<file path="config.mk">
export PLATFORM = sky130hd
export DESIGN_NAME = q_meter
export DESIGN_NICKNAME = d
export VERILOG_FILES = /design/src/rtl/q_meter.sv
export SDC_FILE = /design/constraint.sdc
export NUM_CORES = 1
export LEC_CHECK = 0
export CAP_MARGIN = 20
export CORE_ASPECT_RATIO = 2
export CORE_MARGIN = 4
export CORE_UTILIZATION = 50
export CTS_CLUSTER_SIZE = 20
export DETAILED_ROUTE_END_ITERATION = 7
export PLACE_DENSITY = 0.74
export SYNTH_ARGS = -nofsm -noshare
export SYNTH_HDL_FRONTEND = slang
export SYNTH_SLANG_ARGS = --single-unit
export TNS_END_PERCENT = 20
</file>
<file path="constraint.sdc">
create_clock -name clk -period 6.3 [get_ports clk]
set_input_delay 1.26 -clock clk [delete_from_list [all_inputs] [get_ports clk]]
set_output_delay 1.26 -clock clk [all_outputs]
set_load 0.005 [all_outputs]
</file>
<file path="src/rtl/q_meter.sv">
// Measurement front end: waits for i_ref to settle, averages 2**LOG2_SAMPLES converter samples, reports q_measured.
// Optional acquisition timeout is compiled in with `define QMETER_TIMEOUT_EN.
module q_meter #(
   parameter int BUS_WIDTH      = 10,
   parameter int SETTLE_CYCLES  = 16,
   parameter int LOG2_SAMPLES   = 2,
   parameter int TIMEOUT_CYCLES = 1024
) (
   input  logic                 clk,
   input  logic                 rst,
   input  logic                 enable,
   input  logic [BUS_WIDTH-1:0] i_ref,
   input  logic                 adc_valid,
   input  logic [BUS_WIDTH-1:0] adc_data,
   output logic [BUS_WIDTH-1:0] q_measured,
   output logic                 ready,
   output logic                 busy,
   output logic                 timeout
);

   localparam int AW = BUS_WIDTH + LOG2_SAMPLES;
   localparam int SW = (SETTLE_CYCLES > 1) ? $clog2(SETTLE_CYCLES) : 1;
   localparam int CW = (LOG2_SAMPLES > 0) ? LOG2_SAMPLES : 1;
   localparam logic [SW-1:0] SETTLE_LOAD = SW'(SETTLE_CYCLES - 1);
   localparam logic [CW-1:0] LAST_SAMPLE = CW'((1 << LOG2_SAMPLES) - 1);

   typedef enum logic [1:0] {IDLE, SETTLE, ACQUIRE, REPORT} state_t;

   state_t               state;
   logic [BUS_WIDTH-1:0] i_ref_q;
   logic [SW-1:0]        settle_cnt;
   logic [CW-1:0]        sample_cnt;
   logic [AW-1:0]        acc;
   logic [AW-1:0]        acc_sum;
   logic                 change;

`ifdef QMETER_TIMEOUT_EN
   localparam int TW = $clog2(TIMEOUT_CYCLES + 1);
   localparam logic [TW-1:0] TIMEOUT_LAST = TW'(TIMEOUT_CYCLES - 1);
   logic [TW-1:0] idle_cnt;
`endif

   assign change  = (i_ref != i_ref_q);
   assign acc_sum = acc + AW'(adc_data);

   always_ff @(posedge clk or posedge rst) begin
      if (rst) begin
         state      <= IDLE;
         i_ref_q    <= '0;
         settle_cnt <= '0;
         sample_cnt <= '0;
         acc        <= '0;
         q_measured <= '0;
         ready      <= 1'b0;
         busy       <= 1'b0;
         timeout    <= 1'b0;
`ifdef QMETER_TIMEOUT_EN
         idle_cnt   <= '0;
`endif
      end else begin
         i_ref_q <= i_ref;
         ready   <= 1'b0;
         timeout <= 1'b0;
         if (!enable) begin
            state      <= IDLE;
            busy       <= 1'b0;
            acc        <= '0;
            sample_cnt <= '0;
            settle_cnt <= '0;
         end else if (change) begin
            // Any reference change restarts the settle window; partial sums are stale.
            state      <= SETTLE;
            busy       <= 1'b1;
            settle_cnt <= SETTLE_LOAD;
            acc        <= '0;
            sample_cnt <= '0;
         end else begin
            case (state)
               IDLE: begin
                  state      <= SETTLE;
                  busy       <= 1'b1;
                  settle_cnt <= SETTLE_LOAD;
               end
               SETTLE: begin
                  if (settle_cnt == '0) begin
                     state      <= ACQUIRE;
                     acc        <= '0;
                     sample_cnt <= '0;
`ifdef QMETER_TIMEOUT_EN
                     idle_cnt   <= '0;
`endif
                  end else begin
                     settle_cnt <= settle_cnt - 1'b1;
                  end
               end
               ACQUIRE: begin
                  if (adc_valid) begin
`ifdef QMETER_TIMEOUT_EN
                     idle_cnt <= '0;
`endif
                     // The final sample is folded in directly so the report lands one cycle later.
                     if (sample_cnt == LAST_SAMPLE) begin
                        q_measured <= acc_sum[AW-1:LOG2_SAMPLES];
                        ready      <= 1'b1;
                        state      <= REPORT;
                        busy       <= 1'b0;
                     end else begin
                        acc        <= acc_sum;
                        sample_cnt <= sample_cnt + 1'b1;
                     end
                  end
`ifdef QMETER_TIMEOUT_EN
                  else if (idle_cnt == TIMEOUT_LAST) begin
                     // All ones pushes the controller toward a lower i_ref.
                     q_measured <= '1;
                     ready      <= 1'b1;
                     timeout    <= 1'b1;
                     state      <= REPORT;
                     busy       <= 1'b0;
                  end else begin
                     idle_cnt <= idle_cnt + 1'b1;
                  end
`endif
               end
               REPORT: begin
                  state      <= SETTLE;
                  busy       <= 1'b1;
                  settle_cnt <= SETTLE_LOAD;
               end
               default: begin
                  state <= IDLE;
                  busy  <= 1'b0;
               end
            endcase
         end
      end
   end

endmodule

</file>
==> impl_metrics.env <==
export IMPL_dp_hpwl_mm=3.746
export IMPL_powerDensity_nw_per_um2=178.9
export IMPL_end_kind="flop"
export IMPL_cts_setup_buffers=0
export IMPL_drt_iter0_drc=25
export IMPL_root_buffer="clkbuf_8"
export IMPL_worst_ep_required_time_ns=6.52
export IMPL_synth_distinct_cells=49
export IMPL_rsz0062_at_grt="no"
export IMPL_multiInputGateArea_um2=1157
export IMPL_grt_max_degree=43
export IMPL_fin_skew_ns=0.01025
export IMPL_startpoint="i_ref[2]"
export IMPL_vias=1738
export IMPL_regArea_um2=1051
export IMPL_worstSetupStartpointType="input port"
export IMPL_cts_sinks=42
export IMPL_synthArstFlopShare=1.000
export IMPL_cts_hold_buf=0
export IMPL_avgSynthCellArea_um2=10.88
export IMPL_drive_above_1_share=0.1200
export IMPL_vias_per_cell=5.717
export IMPL_die_y_um=104.1
export IMPL_crit_type="in2reg"
export IMPL_antenna_cells=0
export IMPL_cap_viol_max_count=0
export IMPL_htreeDepth=2
export IMPL_core_area_um2=4424
export IMPL_synth_top_area_cell="dfrtp_1"
export IMPL_synth_edff_count=0
export IMPL_holdCritPathClass="reg2reg"
export IMPL_antenna_left=0
export IMPL_p_leak_nw=1.232
export IMPL_crit_fanout=15
export IMPL_cts_buffers=5
export IMPL_cts_tree="built"
export IMPL_hold_viol=0
export IMPL_min_period_over_period=0.5441
export IMPL_rr_endpoint="acc[11]"
export IMPL_max_freq_ghz=0.2917
export IMPL_gp_congestion=0.8982
export IMPL_worst_pin_slew_ns=0.8459
export IMPL_areaGrowthSynthToFinish_pct=19.79
export IMPL_vdd_drop_max_mv=0.1535
export IMPL_grt_use_total=0.1767
export IMPL_layout_common_cells="dfrtp_1, clkdlybuf4s50_1, nand2_1"
export IMPL_placementRows=34
export IMPL_status="finished, final reports clean"
export IMPL_setup_violations=0
export IMPL_nets=290
export IMPL_die_area_um2=5831
export IMPL_grt_first_pass_wirelength_mm=8.286
export IMPL_cp_arrival_ns=3.65
export IMPL_ys_seq_area_frac=0.4555
export IMPL_ys_ff_latch=42
export IMPL_synth_ff_type="dfrtp_1"
export IMPL_mostFrequentLayoutCell="dfrtp_1"
export IMPL_synth_top_cell_area_share=0.4555
export IMPL_ctsResizeCount=0
export IMPL_timing_hold_ws_ns=0.4993
export IMPL_drc=0
export IMPL_synth_area_um2=2307
export IMPL_endpoint="acc[11]"
export IMPL_clockBufferDepth=2
export IMPL_synthCells=212
export IMPL_start_util=0.5215
export IMPL_tns_ns=0
export IMPL_fill_cells=402
export IMPL_yosys_warnings=0
export IMPL_drt_wirelength_per_cell_um=15.78
export IMPL_grt_overflow=0
export IMPL_reg2regPathDepth=6
export IMPL_grt_pass1_vias=1874
export IMPL_final_util=0.6247
export IMPL_synth_area_leaders="dfrtp_1, ha_1, xnor2_1, a22o_2, mux2_4"
export IMPL_antenna_found_initial=0
export IMPL_slew_headroom=0.4318
export IMPL_die_x_um=56.04
export IMPL_ios=37
export IMPL_cts_clk_slew_worst_paths_ns=0.08
export IMPL_r2r_start="i_ref_q[3]"
export IMPL_routed_wl_mm=4.798
export IMPL_report_final_slew_viol_count=0
export IMPL_syn_nets=252
export IMPL_min_period_ns=3.428
export IMPL_first_pass_iters=4
export IMPL_numPortBuffers=35
export IMPL_clock_latency_ns=0.29
export IMPL_reg2reg_slack_ns=3.91
area by class of cell:
cell class	instances	area share
clock buffer	7	0.02761
tap	54	0.02445
multi-input combinational	151	0.4187
sequential	42	0.3803
timing repair buffer	36	0.1295
inverter	14	0.01947
cell usage after synthesis (5+ instances only):
master     n
a211oi_1   6
nor2_1    12
mux2_2     5
xnor2_1   15
inv_1     13
a22o_2     7
dfrtp_1   42
a21oi_1    9
nand2_1   16
o21ai_0   11
ha_1      15
critical path, stage by stage:
cell and delay (ns):
clkdlybuf4s50_1 0.49, xnor2_1 0.13, nand4_1 0.19, or4_4 0.55, nor4_4 0.72, a21oi_1 0.13, mux2i_1 0.16
where the power goes:
group          leakage (nW)  switching (mW)  total [mW]  internal, mW
clock network        0.0383          0.0869       0.163        0.0764
registers             0.550         0.00320       0.278         0.275
logic                 0.644          0.0265      0.0532        0.0267
total                  1.23           0.117       0.494         0.378
how the worst min path moves through the flow:
stage / cells after the start / from / slack (ns) / endpoint
after detailed placement: 2 / q_measured[0] / 0.49 / q_measured[0]
after CTS: 1 / acc[11] / 0.50 / acc[11]
final: 2 / q_measured[9] / 0.50 / q_measured[9]
after global routing: 1 / q_measured[7] / 0.52 / q_measured[7]
after global placement: 2 / q_measured[9] / 0.47 / q_measured[9]
after floorplan: 1 / acc[2] / 0.47 / acc[2]
registers in the layout (all words and copies together) (netlist names):
signal,flops
acc,12
sample_cnt,2
q_measured,10
ready,1
settle_cnt,4
i_ref_q,10
state,2
busy,1
metal layers:
metal  global-route usage  routed length (um)  vias to the layer above
met5                    0                   0                        -
met4              0.09338                 208                        0
met3              0.02981                 143                       17
met2               0.3291                2701                       41
met1               0.1798                1744                      852
li1                     -                   -                      828
through the flow:
step	cells	power (mW)	setup slack [ns]	instance area, um^2
2_1_floorplan	212	0.3116	3.341	2307
3_3_place_gp	297	0.3359	2.593	2688
3_5_place_dp	297	0.3372	2.522	2688
4_1_cts	304	0.5002	2.828	2764
5_1_grt	304	0.5149	2.660	2764
6_report	304	0.4943	2.872	2764
kinds of logic (layout without fill, tap and decap cells):
logic type | count (synthesis) | count (layout) | share of synthesized area
muxes | 10 | 10 | 0.05477
DFF | 42 | 42 | 0.4555
AOI/OAI and AO/OA | 53 | 53 | 0.1643
xor gates and xnor gates | 17 | 17 | 0.06454
and+or+nand+nor | 54 | 54 | 0.1264
other | 1 | 1 | 0.001625
adders and majority gates | 16 | 16 | 0.09002
buffers and inverters | 19 | 57 | 0.04284
Note: power is estimated with default switching activity, not from simulation.
==> patch 1: new RTL, same settings <==
The parameter `SETTLE_CYCLES` goes from 16 to 32.
--- a/src/rtl/q_meter.sv
+++ b/src/rtl/q_meter.sv
@@ -3,5 +3,5 @@
 module q_meter #(
    parameter int BUS_WIDTH      = 10,
-   parameter int SETTLE_CYCLES  = 16,
+   parameter int SETTLE_CYCLES  = 32,
    parameter int LOG2_SAMPLES   = 2,
    parameter int TIMEOUT_CYCLES = 1024
Function: same outputs for any inputs over 10 cycles, from zero or initial values and one cycle with rst high; that may be too few to reach the edited logic, so the function may still have changed.
==> patch 1 against the original RTL <==
Area after synthesis is 2.3% higher; design area grew 2.3%; combinational power up 3%; via count down 6.8%; non-clock buffer count is the same; worst setup slack lost 0.18 ns; critical path depth is the same; total power is 12% higher; count of clock-buffer cells in the layout decreased by 2; worst hold slack better by 0.0018 ns; clock power up 31%; sequential cell count grew 1; wire length is 7.9% lower; largest cell class unchanged; highest routed layer unchanged.
==> patch 1: results (changes against the original RTL) <==
[status]
outcome=finished, final reports clean  ; unchanged

[placed_design]
gp_congestion=0.751  ; was 0.898
place_inst=290  ; was 297
dpl_cell_area_um2=2720  ; was 2690 µm²
dpl.hpwl_um=3340  ; was 3750 µm
dp_slack_ns=2.35  ; was 2.52 ns

[setup_path]
cpMaxStageDelayCell=nor2_1  ; was nor4_4
cp-endpoint=q_measured[3]  ; was acc[11]
r2r-start=i_ref_q[5]  ; was i_ref_q[3]
crit_start=i_ref[5]  ; was i_ref[2]
reg2reg_setup_slack_ns=3.73  ; was 3.91 ns
max_stage_delay_ns=0.74  ; was 0.72 ns
path_max_fanout=11  ; was 15
cp.arrival_ns=3.79  ; was 3.65 ns

[power]
comb_power_share_pct=9.9  ; was 10.8%
ir_drop_mv=0.172  ; was 0.153 mV
seq_power_w=0.000285  ; was 0.000278 W
leakagePower_nw=1.28  ; was 1.23 nW
clockPowerShare_pct=38.6  ; was 33.0%

[synth]
ys_top_cells_by_area=dfrtp_1, ha_1, xnor2_1  ; unchanged
synth.avg_cell_area_um2=11.5  ; was 10.9 µm²
synth_fp_nets=247  ; was 252
synthTopCellsByCount=dfrtp_1, ha_1, xnor2_1  ; was dfrtp_1, nand2_1, ha_1, xnor2_1, inv_1
synth.distinct_cells=46  ; was 49

[sta]
finalCritPeriodShare_pct=57.3  ; was 54.4%
hold_ws_ns=0.501  ; was 0.499 ns
skew_ns=0.00428  ; was 0.0102 ns
slew_headroom_pct=36.9  ; was 43.2%

[hold_path]
whs_endpoint=sample_cnt[0]  ; was q_measured[9]
worstHoldPathCells=1  ; was 2
min_from=sample_cnt[0]  ; was q_measured[9]

[route]
drt-total-wl_um=4420  ; was 4800 µm
met2_length_um=2470  ; was 2700 µm
drtIter0Drc=13  ; was 25
wl_met3_um=151  ; was 143 µm

[grt]
grtUsageMet3_pct=3.58  ; was 2.98%
grt_pass1_vias=1722  ; was 1,874
grt_util_met2_pct=30.2  ; was 32.9%
globalRouteMet1Util_pct=17.3  ; was 18.0%
grt_max_degree=44  ; was 43
grt_pass1_wl_um=7650  ; was 8290 µm
grt_use_total_pct=16.3  ; was 17.7%

[floorplan]
die_w_um=56.6  ; was 56.0 µm

[cells_and_area]
drive_gt1_share_pct=13.6  ; was 12.0%

patch 1: cell count changes in the layout (fill, tap and decap cells not counted), moves of 4 or more:
cell	delta
nand2_1	-7
mux2_2	+6
a211oi_1	-5
a21boi_0	+5
a22o_2	-5
nand3_1	+5
a21oi_1	-4
a22o_1	+4
mux2_4	-4
patch 1: logic make-up after synthesis:
| logic type | count (synthesis) | share of synthesized area, % |
|---|---|---|
| buf+inv | 18 | 4.82 |
| simple gates | 49 | 11.7 |
| fa+ha+maj | 17 | 9.33 |
| other cells | 1 | 0.159 |
| flops | 43 | 45.6 |
| mux | 13 | 6.62 |
| compound gates | 46 | 14.7 |
| xor+xnor | 19 | 7.05 |
patch 1: area by class of cell:
cell class	instances	area, µm²	share of cell area [%]
multi-input combinational	145	1170	41.4
sequential	43	1080	38.1
timing repair buffer	36	358	12.7
clock buffer	5	68.8	2.43
tap	55	68.8	2.43
clock inverter	3	43.8	1.55
inverter	11	41.3	1.46
==> patch 2: new RTL, config.mk and constraints unchanged <==
Without the edit above. The 4 states of `state_t` get a one-hot encoding in 4 bits.
--- a/src/rtl/q_meter.sv
+++ b/src/rtl/q_meter.sv
@@ -25,5 +25,5 @@
    localparam logic [CW-1:0] LAST_SAMPLE = CW'((1 << LOG2_SAMPLES) - 1);
 
-   typedef enum logic [1:0] {IDLE, SETTLE, ACQUIRE, REPORT} state_t;
+   typedef enum logic [3:0] {IDLE = 4'b0001, SETTLE = 4'b0010, ACQUIRE = 4'b0100, REPORT = 4'b1000} state_t;
 
    state_t               state;
Behaviour: no difference found for any inputs over 10 cycles, from zero or initial values and one cycle with rst high; not proved beyond that.
==> patch 2 against the original RTL <==
Combinational power is 5.5% lower; area after synthesis rose by 0.81%; die area rose by 0.72%; highest routed layer unchanged; largest power group unchanged; worst hold slack lost 0.017 ns; clock power increased by 29%; sequential share of layout area up 1.1 points; worst setup slack got worse by 0.069 ns; count of clock-buffer cells in the layout is the same; maximum frequency shrank 2.0%; total power grew 12%; design area increased by 1.9%; sequential cell count is 2 higher; wire length fell by 1.2%; sequential power rose by 5%.
==> patch 2: results (changes against the original RTL) <==
[status]
outcome=finished, final reports clean  ; unchanged

[clock_tree]
cts_setup_buffers=0  ; unchanged
cts_max_level=2  ; unchanged
clock-root-buffer=clkbuf_8  ; unchanged
cts.path.max_buffers=2  ; unchanged
path_clk_slew_ns=0.08  ; about the same
clock_latency_ns=0.29  ; about the same
postCtsResizedCells=0  ; unchanged

[route]
drt-total-wl_um=4740  ; was 4800 µm
drtIter0Drc=45  ; was 25
postRouteAntennaNets=0  ; unchanged
dr.pass1.iters=4  ; unchanged
routed_via_density=5.61  ; was 5.72
route.vias.total=1818  ; was 1,738

[setup_path]
path_max_fanout=3  ; was 15
cp.arrival_ns=3.72  ; was 3.65 ns

[sta]
skew_ns=0.00937  ; was 0.0102 ns
tns_ns=0  ; unchanged
worstMarginPinSlew_ns=0.698  ; was 0.846 ns

[cells_and_area]
antenna_cells=0  ; unchanged
drive_gt1_share_pct=5.56  ; was 12.0%
nets=306  ; was 290
reg_top3=acc (12), i_ref_q (10), q_measured (10)  ; unchanged

[synth]
yosys_warnings=0  ; unchanged
ys_top_cells_by_area=dfrtp_1, ha_1, xnor2_1  ; unchanged
synth.distinct_cells=49  ; unchanged
synth_fp_nets=270  ; was 252
async_reset_ff_share_pct=100  ; unchanged
synth_seq_area_share_pct=47.4  ; was 45.6%
synthTopCellsByCount=dfrtp_1, nor2_1, nand2_1  ; was dfrtp_1, nand2_1, ha_1, xnor2_1, inv_1
synth.avg_cell_area_um2=9.98  ; was 10.9 µm²

[placed_design]
dpl_cell_area_um2=2710  ; was 2690 µm²
io_buffers=35  ; unchanged
place_inst=316  ; was 297
gp_congestion=0.833  ; was 0.898
dpl.hpwl_um=3640  ; was 3750 µm
dp_slack_ns=2.52  ; about the same

[power]
ir_drop_mv=0.167  ; was 0.153 mV
leakagePower_nw=1.18  ; was 1.23 nW

[grt]
grt_use_total_pct=17.7  ; about the same
grt_max_degree=45  ; was 43
grt_pass1_wl_um=8340  ; was 8290 µm
antenna_found_initial=0  ; unchanged
grt_pass1_vias=1967  ; was 1,874

[hold_path]
hp-class=reg -> reg  ; unchanged

[patch 2: cell count changes in the layout (fill, tap and decap cells not counted), moves of 5 or more]
cell     change
nor2_1      +11
a21oi_1      +7
a22o_2       -7
o21ai_1      +8
nand2_1      +5
mux2_2       -5
[patch 2: cell type report]
| cell class | instances | area (µm²) |
|---|---|---|
| repair buffers | 36 | 358 |
| clock buffers | 7 | 76.3 |
| well taps | 54 | 67.6 |
| clock inverters | 1 | 30.0 |
| multi-input cells | 171 | 1140 |
| fillers | 406 | 1610 |
| inverters | 11 | 41.3 |
| flip-flops and latches | 44 | 1100 |
[patch 2: critical path, cell delays in order]
cell,delay (ns)
clkdlybuf4s50_1,0.47
ha_1,0.19
inv_1,0.06
fa_1,0.40
nor2b_1,0.22
o211ai_1,0.11
a31oi_1,0.33
a21oi_1,0.18
or3_1,0.33
a31oi_1,0.15
[patch 2: path summary, 6_finish.rpt]
path / cells past startpoint / start / to / slack, ns
setup / recovery: 10 / adc_data[0] / acc[8] / 2.80
hold / removal: 2 / q_measured[0] / q_measured[0] / 0.48
setup reg to reg: 9 / acc[0] / acc[8] / 3.87
hold reg to reg: 2 / q_measured[0] / q_measured[0] / 0.48
max in group asynchronous: 3 / rst / state[0] / 4.51
min in group asynchronous: 3 / rst / i_ref_q[1] / 1.40
[patch 2: cell families after synthesis]
logic type      count (synthesis)  synth area share [%]
flops                          44                  47.4
xor+xnor                       22                  8.28
fa+ha+maj                      13                  7.32
compound gates                 60                  16.7
simple gates                   73                  15.7
buf+inv                        18                  3.60
other cells                     1                 0.161
mux                             2                 0.861
[patch 2: where the power goes]
group	internal [W]	leakage (nW)	switching, W	total, W
clock	0.000119	0.0524	0.0000920	0.000211
combinational	0.0000266	0.555	0.0000237	0.0000503
sequential	0.000288	0.574	0.00000343	0.000291
[patch 2: metrics by stage]
| step | hold WS [ns] | util [%] | power, W |
|---|---|---|---|
| final | 0.482 | 63.6 | 0.000552 |
| after global routing | 0.520 | 63.6 | 0.000577 |
| after CTS | 0.491 | 63.6 | 0.000558 |
| after detailed placement | 0.474 | 61.2 | 0.000348 |
| after global placement | 0.463 | 61.2 | 0.000347 |
| after floorplan | 0.473 | - | 0.000324 |
[patch 2: routing by layer]
metal | wire [µm] | vias to the layer above | global-route usage (%)
li1 | - | 885 | -
met1 | 1690 | 888 | 17.0
met2 | 2760 | 34 | 33.8
met3 | 141 | 11 | 2.73
met4 | 144 | 0 | 10.5
met5 | 0 | - | 0
